File: config.mk
export PLATFORM = sky130hd
export DESIGN_NAME = ext_flash_reader_flat
export DESIGN_NICKNAME = d
export VERILOG_FILES = /design/src/rtl/ext_flash_reader_pkg.sv /design/src/rtl/ext_flash_reader_if.sv /design/src/rtl/ext_flash_reader_spi_clk_gen.sv /design/src/rtl/ext_flash_reader.sv /design/src/flat_wrapper.sv
export SDC_FILE = /design/constraint.sdc
export NUM_CORES = 1
export LEC_CHECK = 0
export BUFFER_PORTS_ARGS = -buffer_cell sky130_fd_sc_hd__buf_2
export CORE_UTILIZATION = 46
export CTS_CLUSTER_DIAMETER = 200
export DETAILED_ROUTE_END_ITERATION = 16
export PLACE_DENSITY = 0.76
export SYNTH_ARGS = -nofsm -noshare
export SYNTH_HDL_FRONTEND = slang
export SYNTH_HIERARCHICAL = 1
export SYNTH_SLANG_ARGS = --single-unit
export TNS_END_PERCENT = 10
File: constraint.sdc
create_clock -name clk -period 5.05 [get_ports clk]
set_input_delay 1.01 -clock clk [delete_from_list [all_inputs] [get_ports clk]]
set_output_delay 1.01 -clock clk [all_outputs]
set_load 0.01 [all_outputs]
File: src/rtl/ext_flash_reader_pkg.sv
// ext_flash_pkg: shared types and constants for the external flash reader.
//   state_t          - transaction FSM states
//   *_BITS           - SPI frame field lengths (opcode, address, data)
//   FLASH_ADDR_W     - width of the flash-side byte address
//   DEFAULT_READ_CMD - standard serial-flash READ opcode
//   order_and_mask   - maps the received bit stream onto the returned word
package ext_flash_pkg;

  typedef enum logic [2:0] {IDLE, SETUP, CMD, ADDR, DATA, HOLD, DONE} state_t;

  localparam int CMD_BITS     = 8;
  localparam int ADDR_BITS    = 24;
  localparam int DATA_BITS    = 32;
  localparam int FLASH_ADDR_W = 24;

  localparam logic [7:0] DEFAULT_READ_CMD = 8'h03;

  // rx holds the stream MSB-first, so the first received byte sits in
  // rx[31:24]; it belongs in byte lane 0 of the returned word.
  function automatic logic [31:0] order_and_mask(input logic [31:0] rx,
                                                 input logic [3:0]  be);
    logic [31:0] r;
    r = '0;
    for (int i = 0; i < 4; i++)
      r[8*i +: 8] = be[i] ? rx[31-8*i -: 8] : 8'h00;
    return r;
  endfunction

endpackage

File: src/rtl/ext_flash_reader_if.sv
// ext_flash_reader_if: word-read request/response bus between the storage
// path (master) and the external flash reader (slave).
//   memory_access      - request, held high until out_valid
//   memory_is_writing  - write request (rejected with err)
//   addr / mem_be      - CPU byte address and byte enables
//   d_out / out_valid  - read data and one-cycle completion pulse
//   err                - one-cycle error pulse, coincident with out_valid
//   busy               - transaction in progress
interface ext_flash_reader_if;
  import ext_flash_pkg::*;

  logic        memory_access;
  logic        memory_is_writing;
  logic [31:0] addr;
  logic [3:0]  mem_be;
  logic [31:0] d_out;
  logic        out_valid;
  logic        err;
  logic        busy;

  modport master (
    output memory_access, memory_is_writing, addr, mem_be,
    input  d_out, out_valid, err, busy
  );

  modport slave (
    input  memory_access, memory_is_writing, addr, mem_be,
    output d_out, out_valid, err, busy
  );

endinterface

File: src/rtl/ext_flash_reader_spi_clk_gen.sv
// spi_clk_gen: SCK divider for the flash reader. Each SCK half-period lasts
// CLK_DIV clk cycles, starting low.
//   clk, rst - system clock, asynchronous active-high reset
//   en       - run the divider; when low sck parks at 0 and the count clears
//   hold     - suppress the next rising edge (sck stays low)
//   sck      - SPI clock (mode 0)
//   tick     - last cycle of the current half-period
//   rise     - sck goes high at the end of this cycle
//   fall     - sck goes low at the end of this cycle
module spi_clk_gen #(
  parameter int CLK_DIV = 2
) (
  input  logic clk,
  input  logic rst,
  input  logic en,
  input  logic hold,
  output logic sck,
  output logic tick,
  output logic rise,
  output logic fall
);

  localparam int CNT_W = $clog2(CLK_DIV) + 1;

  logic [CNT_W-1:0] div_cnt;
  logic             at_edge;

  assign at_edge = (div_cnt == CNT_W'(CLK_DIV - 1));
  assign tick    = en && at_edge;
  assign rise    = tick && !sck && !hold;
  assign fall    = tick && sck;

  always_ff @(posedge clk or posedge rst) begin
    if (rst) begin
      div_cnt <= '0;
      sck     <= 1'b0;
    end else if (!en) begin
      div_cnt <= '0;
      sck     <= 1'b0;
    end else if (at_edge) begin
      div_cnt <= '0;
      // A held low phase ends without rising so an abort never emits a
      // partial SCK pulse.
      sck     <= sck ? 1'b0 : !hold;
    end else begin
      div_cnt <= div_cnt + 1'b1;
    end
  end

endmodule

File: src/rtl/ext_flash_reader.sv
// ext_flash_reader: read-only SPI master serving 32-bit external-storage
// reads. Issues READ_CMD + 24-bit address, shifts in 32 data bits and
// returns the word with a one-cycle out_valid pulse.
//   clk, rst       - system clock, asynchronous active-high reset
//   bus (slave)    - request/response bus, see ext_flash_reader_if
//   spi_cs_n       - flash chip select, active low
//   spi_sck        - SPI clock, mode 0
//   spi_mosi       - master out
//   spi_miso       - master in
module ext_flash_reader
  import ext_flash_pkg::*;
#(
  parameter int          CLK_DIV   = 2,
  parameter logic [31:0] ADDR_BASE = 32'h0000_2000,
  parameter int          CS_SETUP  = 1,
  parameter int          CS_HOLD   = 1,
  parameter logic [7:0]  READ_CMD  = DEFAULT_READ_CMD
) (
  input  logic                clk,
  input  logic                rst,
  ext_flash_reader_if.slave   bus,
  output logic                spi_cs_n,
  output logic                spi_sck,
  output logic                spi_mosi,
  input  logic                spi_miso
);

  state_t                  state, next_state;
  logic [15:0]             tmr;
  logic [5:0]              bit_cnt;
  logic                    aborted;
  logic [31:0]             tx_sr;
  logic [31:0]             rx_sr;
  logic [3:0]              be_q;
  logic [31:0]             d_out_r;
  logic                    out_valid_r, err_r, busy_r;
  logic [31:0]             offset;
  logic [FLASH_ADDR_W-1:0] flash_addr;
  logic                    req_err, shifting, abort_req;
  logic                    tick, rise, fall;

  assign offset     = bus.addr - ADDR_BASE;
  assign flash_addr = offset[FLASH_ADDR_W-1:0] & 24'hFF_FFFC;
  assign req_err    = bus.memory_is_writing || (bus.addr < ADDR_BASE) ||
                      (offset[31:FLASH_ADDR_W] != '0);
  assign shifting   = (state == CMD) || (state == ADDR) || (state == DATA);
  assign abort_req  = !bus.memory_access;

  assign bus.d_out     = d_out_r;
  assign bus.out_valid = out_valid_r;
  assign bus.err       = err_r;
  assign bus.busy      = busy_r;

  spi_clk_gen #(.CLK_DIV(CLK_DIV)) u_clk_gen (
    .clk  (clk),
    .rst  (rst),
    .en   (shifting),
    .hold (abort_req),
    .sck  (spi_sck),
    .tick (tick),
    .rise (rise),
    .fall (fall)
  );

  always_comb begin
    next_state = state;
    unique case (state)
      IDLE:  if (bus.memory_access) next_state = req_err ? DONE : SETUP;
      SETUP: if (abort_req)         next_state = HOLD;
             else if (tmr == '0)    next_state = CMD;
      CMD, ADDR, DATA: begin
        // An abort leaves at the end of the current half-period.
        if (abort_req && tick)
          next_state = HOLD;
        else if (fall && bit_cnt == '0)
          next_state = (state == CMD) ? ADDR : (state == ADDR) ? DATA : HOLD;
      end
      HOLD:  if (tmr == '0) next_state = aborted ? IDLE : DONE;
      DONE:  next_state = IDLE;
      default: next_state = IDLE;
    endcase
  end

  // Control: state, counters and all registered pin/bus outputs.
  always_ff @(posedge clk or posedge rst) begin
    if (rst) begin
      state       <= IDLE;
      tmr         <= '0;
      bit_cnt     <= '0;
      aborted     <= 1'b0;
      spi_cs_n    <= 1'b1;
      spi_mosi    <= 1'b0;
      out_valid_r <= 1'b0;
      err_r       <= 1'b0;
      busy_r      <= 1'b0;
      d_out_r     <= '0;
    end else begin
      state       <= next_state;
      spi_cs_n    <= !(next_state inside {SETUP, CMD, ADDR, DATA, HOLD});
      busy_r      <= (next_state != IDLE);
      out_valid_r <= (next_state == DONE);
      err_r       <= (state == IDLE) && (next_state == DONE);

      if (state == IDLE)
        aborted <= 1'b0;
      else if (abort_req && next_state == HOLD && state != HOLD)
        aborted <= 1'b1;

      if (next_state != state) begin
        case (next_state)
          SETUP:   tmr     <= 16'(CS_SETUP - 1);
          HOLD:    tmr     <= 16'(CS_HOLD - 1);
          CMD:     bit_cnt <= 6'(CMD_BITS - 1);
          ADDR:    bit_cnt <= 6'(ADDR_BITS - 1);
          DATA:    bit_cnt <= 6'(DATA_BITS - 1);
          default: ;
        endcase
      end else if (state == SETUP || state == HOLD) begin
        tmr <= tmr - 1'b1;
      end else if (fall) begin
        bit_cnt <= bit_cnt - 1'b1;
      end

      // MOSI changes only at the start of a low half-period; the shift
      // register drains to zeros, so DATA sends 0 without a special case.
      if (state == SETUP && next_state == CMD)
        spi_mosi <= tx_sr[31];
      else if (shifting && fall)
        spi_mosi <= tx_sr[30];
      if (!(next_state inside {CMD, ADDR, DATA}))
        spi_mosi <= 1'b0;

      if (state == IDLE && bus.memory_access)
        d_out_r <= '0;
      else if (state == HOLD && next_state == DONE)
        d_out_r <= order_and_mask(rx_sr, be_q);
    end
  end

  // Datapath: request capture and the two shift registers.
  always_ff @(posedge clk) begin
    if (state == IDLE && bus.memory_access) begin
      be_q  <= bus.mem_be;
      tx_sr <= {READ_CMD, flash_addr};
    end else if (shifting && fall) begin
      tx_sr <= {tx_sr[30:0], 1'b0};
    end
    if (state == DATA && rise)
      rx_sr <= {rx_sr[30:0], spi_miso};
  end

endmodule

File: src/flat_wrapper.sv
// flat-port wrapper written by rule: the top's interface ports become plain ports
module ext_flash_reader_flat import ext_flash_pkg::*;
#(
  parameter int          CLK_DIV   = 2,
  parameter logic [31:0] ADDR_BASE = 32'h0000_2000,
  parameter int          CS_SETUP  = 1,
  parameter int          CS_HOLD   = 1,
  parameter logic [7:0]  READ_CMD  = DEFAULT_READ_CMD
)
  (clk, rst, spi_cs_n, spi_sck, spi_mosi, spi_miso, bus_memory_access, bus_memory_is_writing, bus_addr, bus_mem_be, bus_d_out, bus_out_valid, bus_err, bus_busy);
  ext_flash_reader_if bus_i ();
  input  logic clk;
  input  logic rst;
  output logic spi_cs_n;
  output logic spi_sck;
  output logic spi_mosi;
  input  logic spi_miso;
  input wire logic [$bits(bus_i.memory_access)-1:0] bus_memory_access;
  input wire logic [$bits(bus_i.memory_is_writing)-1:0] bus_memory_is_writing;
  input wire logic [$bits(bus_i.addr)-1:0] bus_addr;
  input wire logic [$bits(bus_i.mem_be)-1:0] bus_mem_be;
  output wire logic [$bits(bus_i.d_out)-1:0] bus_d_out;
  output wire logic [$bits(bus_i.out_valid)-1:0] bus_out_valid;
  output wire logic [$bits(bus_i.err)-1:0] bus_err;
  output wire logic [$bits(bus_i.busy)-1:0] bus_busy;
  assign bus_i.memory_access = bus_memory_access;
  assign bus_i.memory_is_writing = bus_memory_is_writing;
  assign bus_i.addr = bus_addr;
  assign bus_i.mem_be = bus_mem_be;
  assign bus_d_out = bus_i.d_out;
  assign bus_out_valid = bus_i.out_valid;
  assign bus_err = bus_i.err;
  assign bus_busy = bus_i.busy;
  ext_flash_reader #(.CLK_DIV(CLK_DIV), .ADDR_BASE(ADDR_BASE), .CS_SETUP(CS_SETUP), .CS_HOLD(CS_HOLD), .READ_CMD(READ_CMD)) u_core (.clk(clk), .rst(rst), .bus(bus_i), .spi_cs_n(spi_cs_n), .spi_sck(spi_sck), .spi_mosi(spi_mosi), .spi_miso(spi_miso));
endmodule
==> impl_metrics.ini <==
[sta]
skew_ns = 0.008286
slew_headroom = 0.2696
rsz0062_at_grt = false
hold_violations = 0
fin_tns_setup_ns = 0
fin_crit_sh = 0.8040
fmaxAchievable_mhz = 246.3
tightest_slew_ns = 1.092
holdWs_ns = 0.4456
slew_viol_final = 0
period_minus_slack_ns = 4.060
setup_violations = 0

[run]
drv_cap = 0

[yosys]
syn-num-nets = 594
ys_seq_elements = 132
synth_async_sr_flop_share = 0.5000
synth_cells = 550
synth_cell_types = 64
synth_area_um2 = 5842
syn_area_per_cell_um2 = 10.62
ys_seq_area_frac = 0.6085
ys.flop_type = dfrtp_1
synth_edf_count = 58
yosysWarnings = 6

[critical_path]
worst_ep_arrival_time_ns = 4.31
path_max_fanout = 66
required_ns = 5.30
endpoint_kind = flop
cp-start-kind = flop
worstSetupPathType = reg -> reg

[power_and_ir_drop]
powerDensity_nw_per_um2 = 565.4
p_leak_uw = 0.002946
ir_drop_v = 0.0002186

[route]
routed_wl_um = 11830
drc = 0
routedWlPerCell_um = 14.73
viasPerCell = 5.360
drtIter0Drc = 263
drt_first_pass_iters = 4
num_vias = 4304
ant_nets = 0

[die]
start_util = 0.4784
rows = 40
die_h_um = 114.7
core_um2 = 12210
die_width_um = 114.7
fp.dieArea_um2 = 13150
ioPinCount = 79

[cells_and_area]
antenna_cells = 0
design_area_um2 = 6824
fin_cells = 803
area_growth_pct = 16.81
layout_commonest_cell = nand2_1
layout.nets = 666
layout_common_cells = 98 x nand2_1, 76 x buf_2, 65 x dfrtp_1
drive_gt1_frac = 0.2220

[clock_network]
max-clock-path-buffers = 2
cts.sinks = 132
tritoncts = yes
postCtsResizedCells = 0
clk_pin_slew_worst_paths_ns = 0.06
numCtsBuffers = 17
htree_levels = 4
worstSkewPairLatency_ns = 0.42
ctsRootBufferMaster = clkbuf_16
cts_post_setup_buffers_inserted = 0
hold_buffers = 0

[run_status]
outcome = complete, no violations

[grt]
grt_pass1_vias = 4236
grt_pass1_wl_um = 20000
grt_start_max_net_pins = 67
grt-ovfl-total = 0
antenna_found_initial = 1
track_usage = 0.1996

[placed_design]
placement.cell_area_um2 = 6309
gp_congestion = 0.8418
dp_cells = 771
dp_hpwl_um = 7882
numPortBuffers = 76

[worst_hold_path]
hp-class = reg -> reg
[synth_stat cells (2+ instances only)]
master,number,area [um^2]
nor2_1,28,105.1
buf_1,8,30.03
xor2_1,5,43.79
and2_1,4,25.02
edfxtp_1,58,1742
o21a_1,2,15.01
dfxtp_1,8,160.2
nor2b_1,3,18.77
nand4b_1,2,17.52
nor3_1,9,45.04
and3_2,2,15.01
or3_1,2,12.51
nand4_1,3,18.77
o221ai_1,2,17.52
a21oi_1,22,110.1
a31oi_1,5,31.28
or4_2,2,17.52
clkbuf_1,9,33.78
dfrtp_1,65,1627
nand2_1,100,375.4
and2b_2,2,17.52
inv_1,19,71.32
nor4_1,9,56.30
or3_2,3,22.52
ha_1,3,37.54
o21ai_0,42,210.2
clkbuf_8,3,41.29
a21o_1,3,22.52
or4_1,3,22.52
o31ai_1,2,15.01
o21ai_1,14,70.07
buf_2,4,20.02
o41ai_1,2,17.52
nand3_1,51,255.2
a211oi_1,2,15.01
xnor2_1,15,131.4
buf_6,3,33.78
and3_1,3,18.77
or4_4,2,22.52
or2_2,2,12.51
[metal layers]
layer  up-vias  global-route usage  routed length (um)
met5         -                   0                   8
met4         2              0.1056                 207
met3        23             0.05241                 640
met2       139              0.3055                5527
met1      2033              0.2610                5445
li1       2107                   -                   -
[flip-flops by register name (all words and copies together) (netlist names), 2 cells and up]
register	count
u_core/bus.d_out	32
u_core/rx_sr	32
u_core/tx_sr	30
u_core/tmr	16
u_core/bit_cnt	6
u_core/be_q	4
u_core/state	3
u_core/u_clk_gen/div_cnt	2
[power by group]
| part | internal (uW) | leakage, uW | switching [uW] |
|---|---|---|---|
| registers | 1400 | 0.00146 | 175 |
| clock network | 623 | 0.000265 | 448 |
| logic | 455 | 0.00122 | 755 |
| total | 2480 | 0.00295 | 1380 |
[logic make-up (layout without fill, tap and decap cells)]
group           count (synthesis)  after routing  share of synthesized area
compound gates                108            108                     0.1112
flops                         132            132                     0.6085
buf+inv                        46            131                    0.03941
xor+xnor                       20             20                    0.02999
fa+ha+maj                       3              3                   0.006426
simple gates                  239            239                     0.2009
mux                             2              2                   0.003641
[final cells by class]
class,instances,area [um^2]
clock buffer,19,432.9
tap,168,210.2
inverter,19,71.32
clock inverter,13,82.58
fill,1069,5388
sequential,132,3555
timing repair buffer,80,410.4
multi-input combinational,372,2062
[worst max-delay path, stage by stage (launching register included)]
cell,delay (ns)
dfrtp_1,0.54
nor2_1,0.33
mux2_2,0.37
and3_2,0.35
and4bb_2,0.31
and2_1,0.16
a31oi_1,0.12
o21ai_0,0.49
nand2_2,0.74
nand3_1,0.36
o21ai_1,0.11
[final timing paths]
path                                            from                                     to  slack, ns  cells past startpoint
setup / recovery           u_core/state[0]$_DFF_PP0_       u_core/bus.d_out[17]$_DFFE_PP0P_       0.99                     10
hold / removal             u_core/rx_sr[4]$_DFFE_PP_              u_core/rx_sr[5]$_DFFE_PP_       0.45                      0
setup reg to reg           u_core/state[0]$_DFF_PP0_       u_core/bus.d_out[17]$_DFFE_PP0P_       0.99                     10
hold reg to reg            u_core/rx_sr[4]$_DFFE_PP_              u_core/rx_sr[5]$_DFFE_PP_       0.45                      0
max in group asynchronous                        rst       u_core/bus.d_out[27]$_DFFE_PP0P_       3.68                      3
min in group asynchronous                        rst  u_core/u_clk_gen/div_cnt[0]$_DFF_PP0_       0.46                      2
[metrics by stage]
stage / util / setup slack, ns / total power [uW]
global route: 0.5588 / 0.6525 / 4117
floorplan: - / 1.481 / 2457
detailed placement: 0.5166 / 1.100 / 2791
global placement: 0.5166 / 1.200 / 2729
CTS: 0.5588 / 1.057 / 3880
finish: 0.5588 / 0.9898 / 3858
Note: power is estimated with default switching activity, not from simulation.
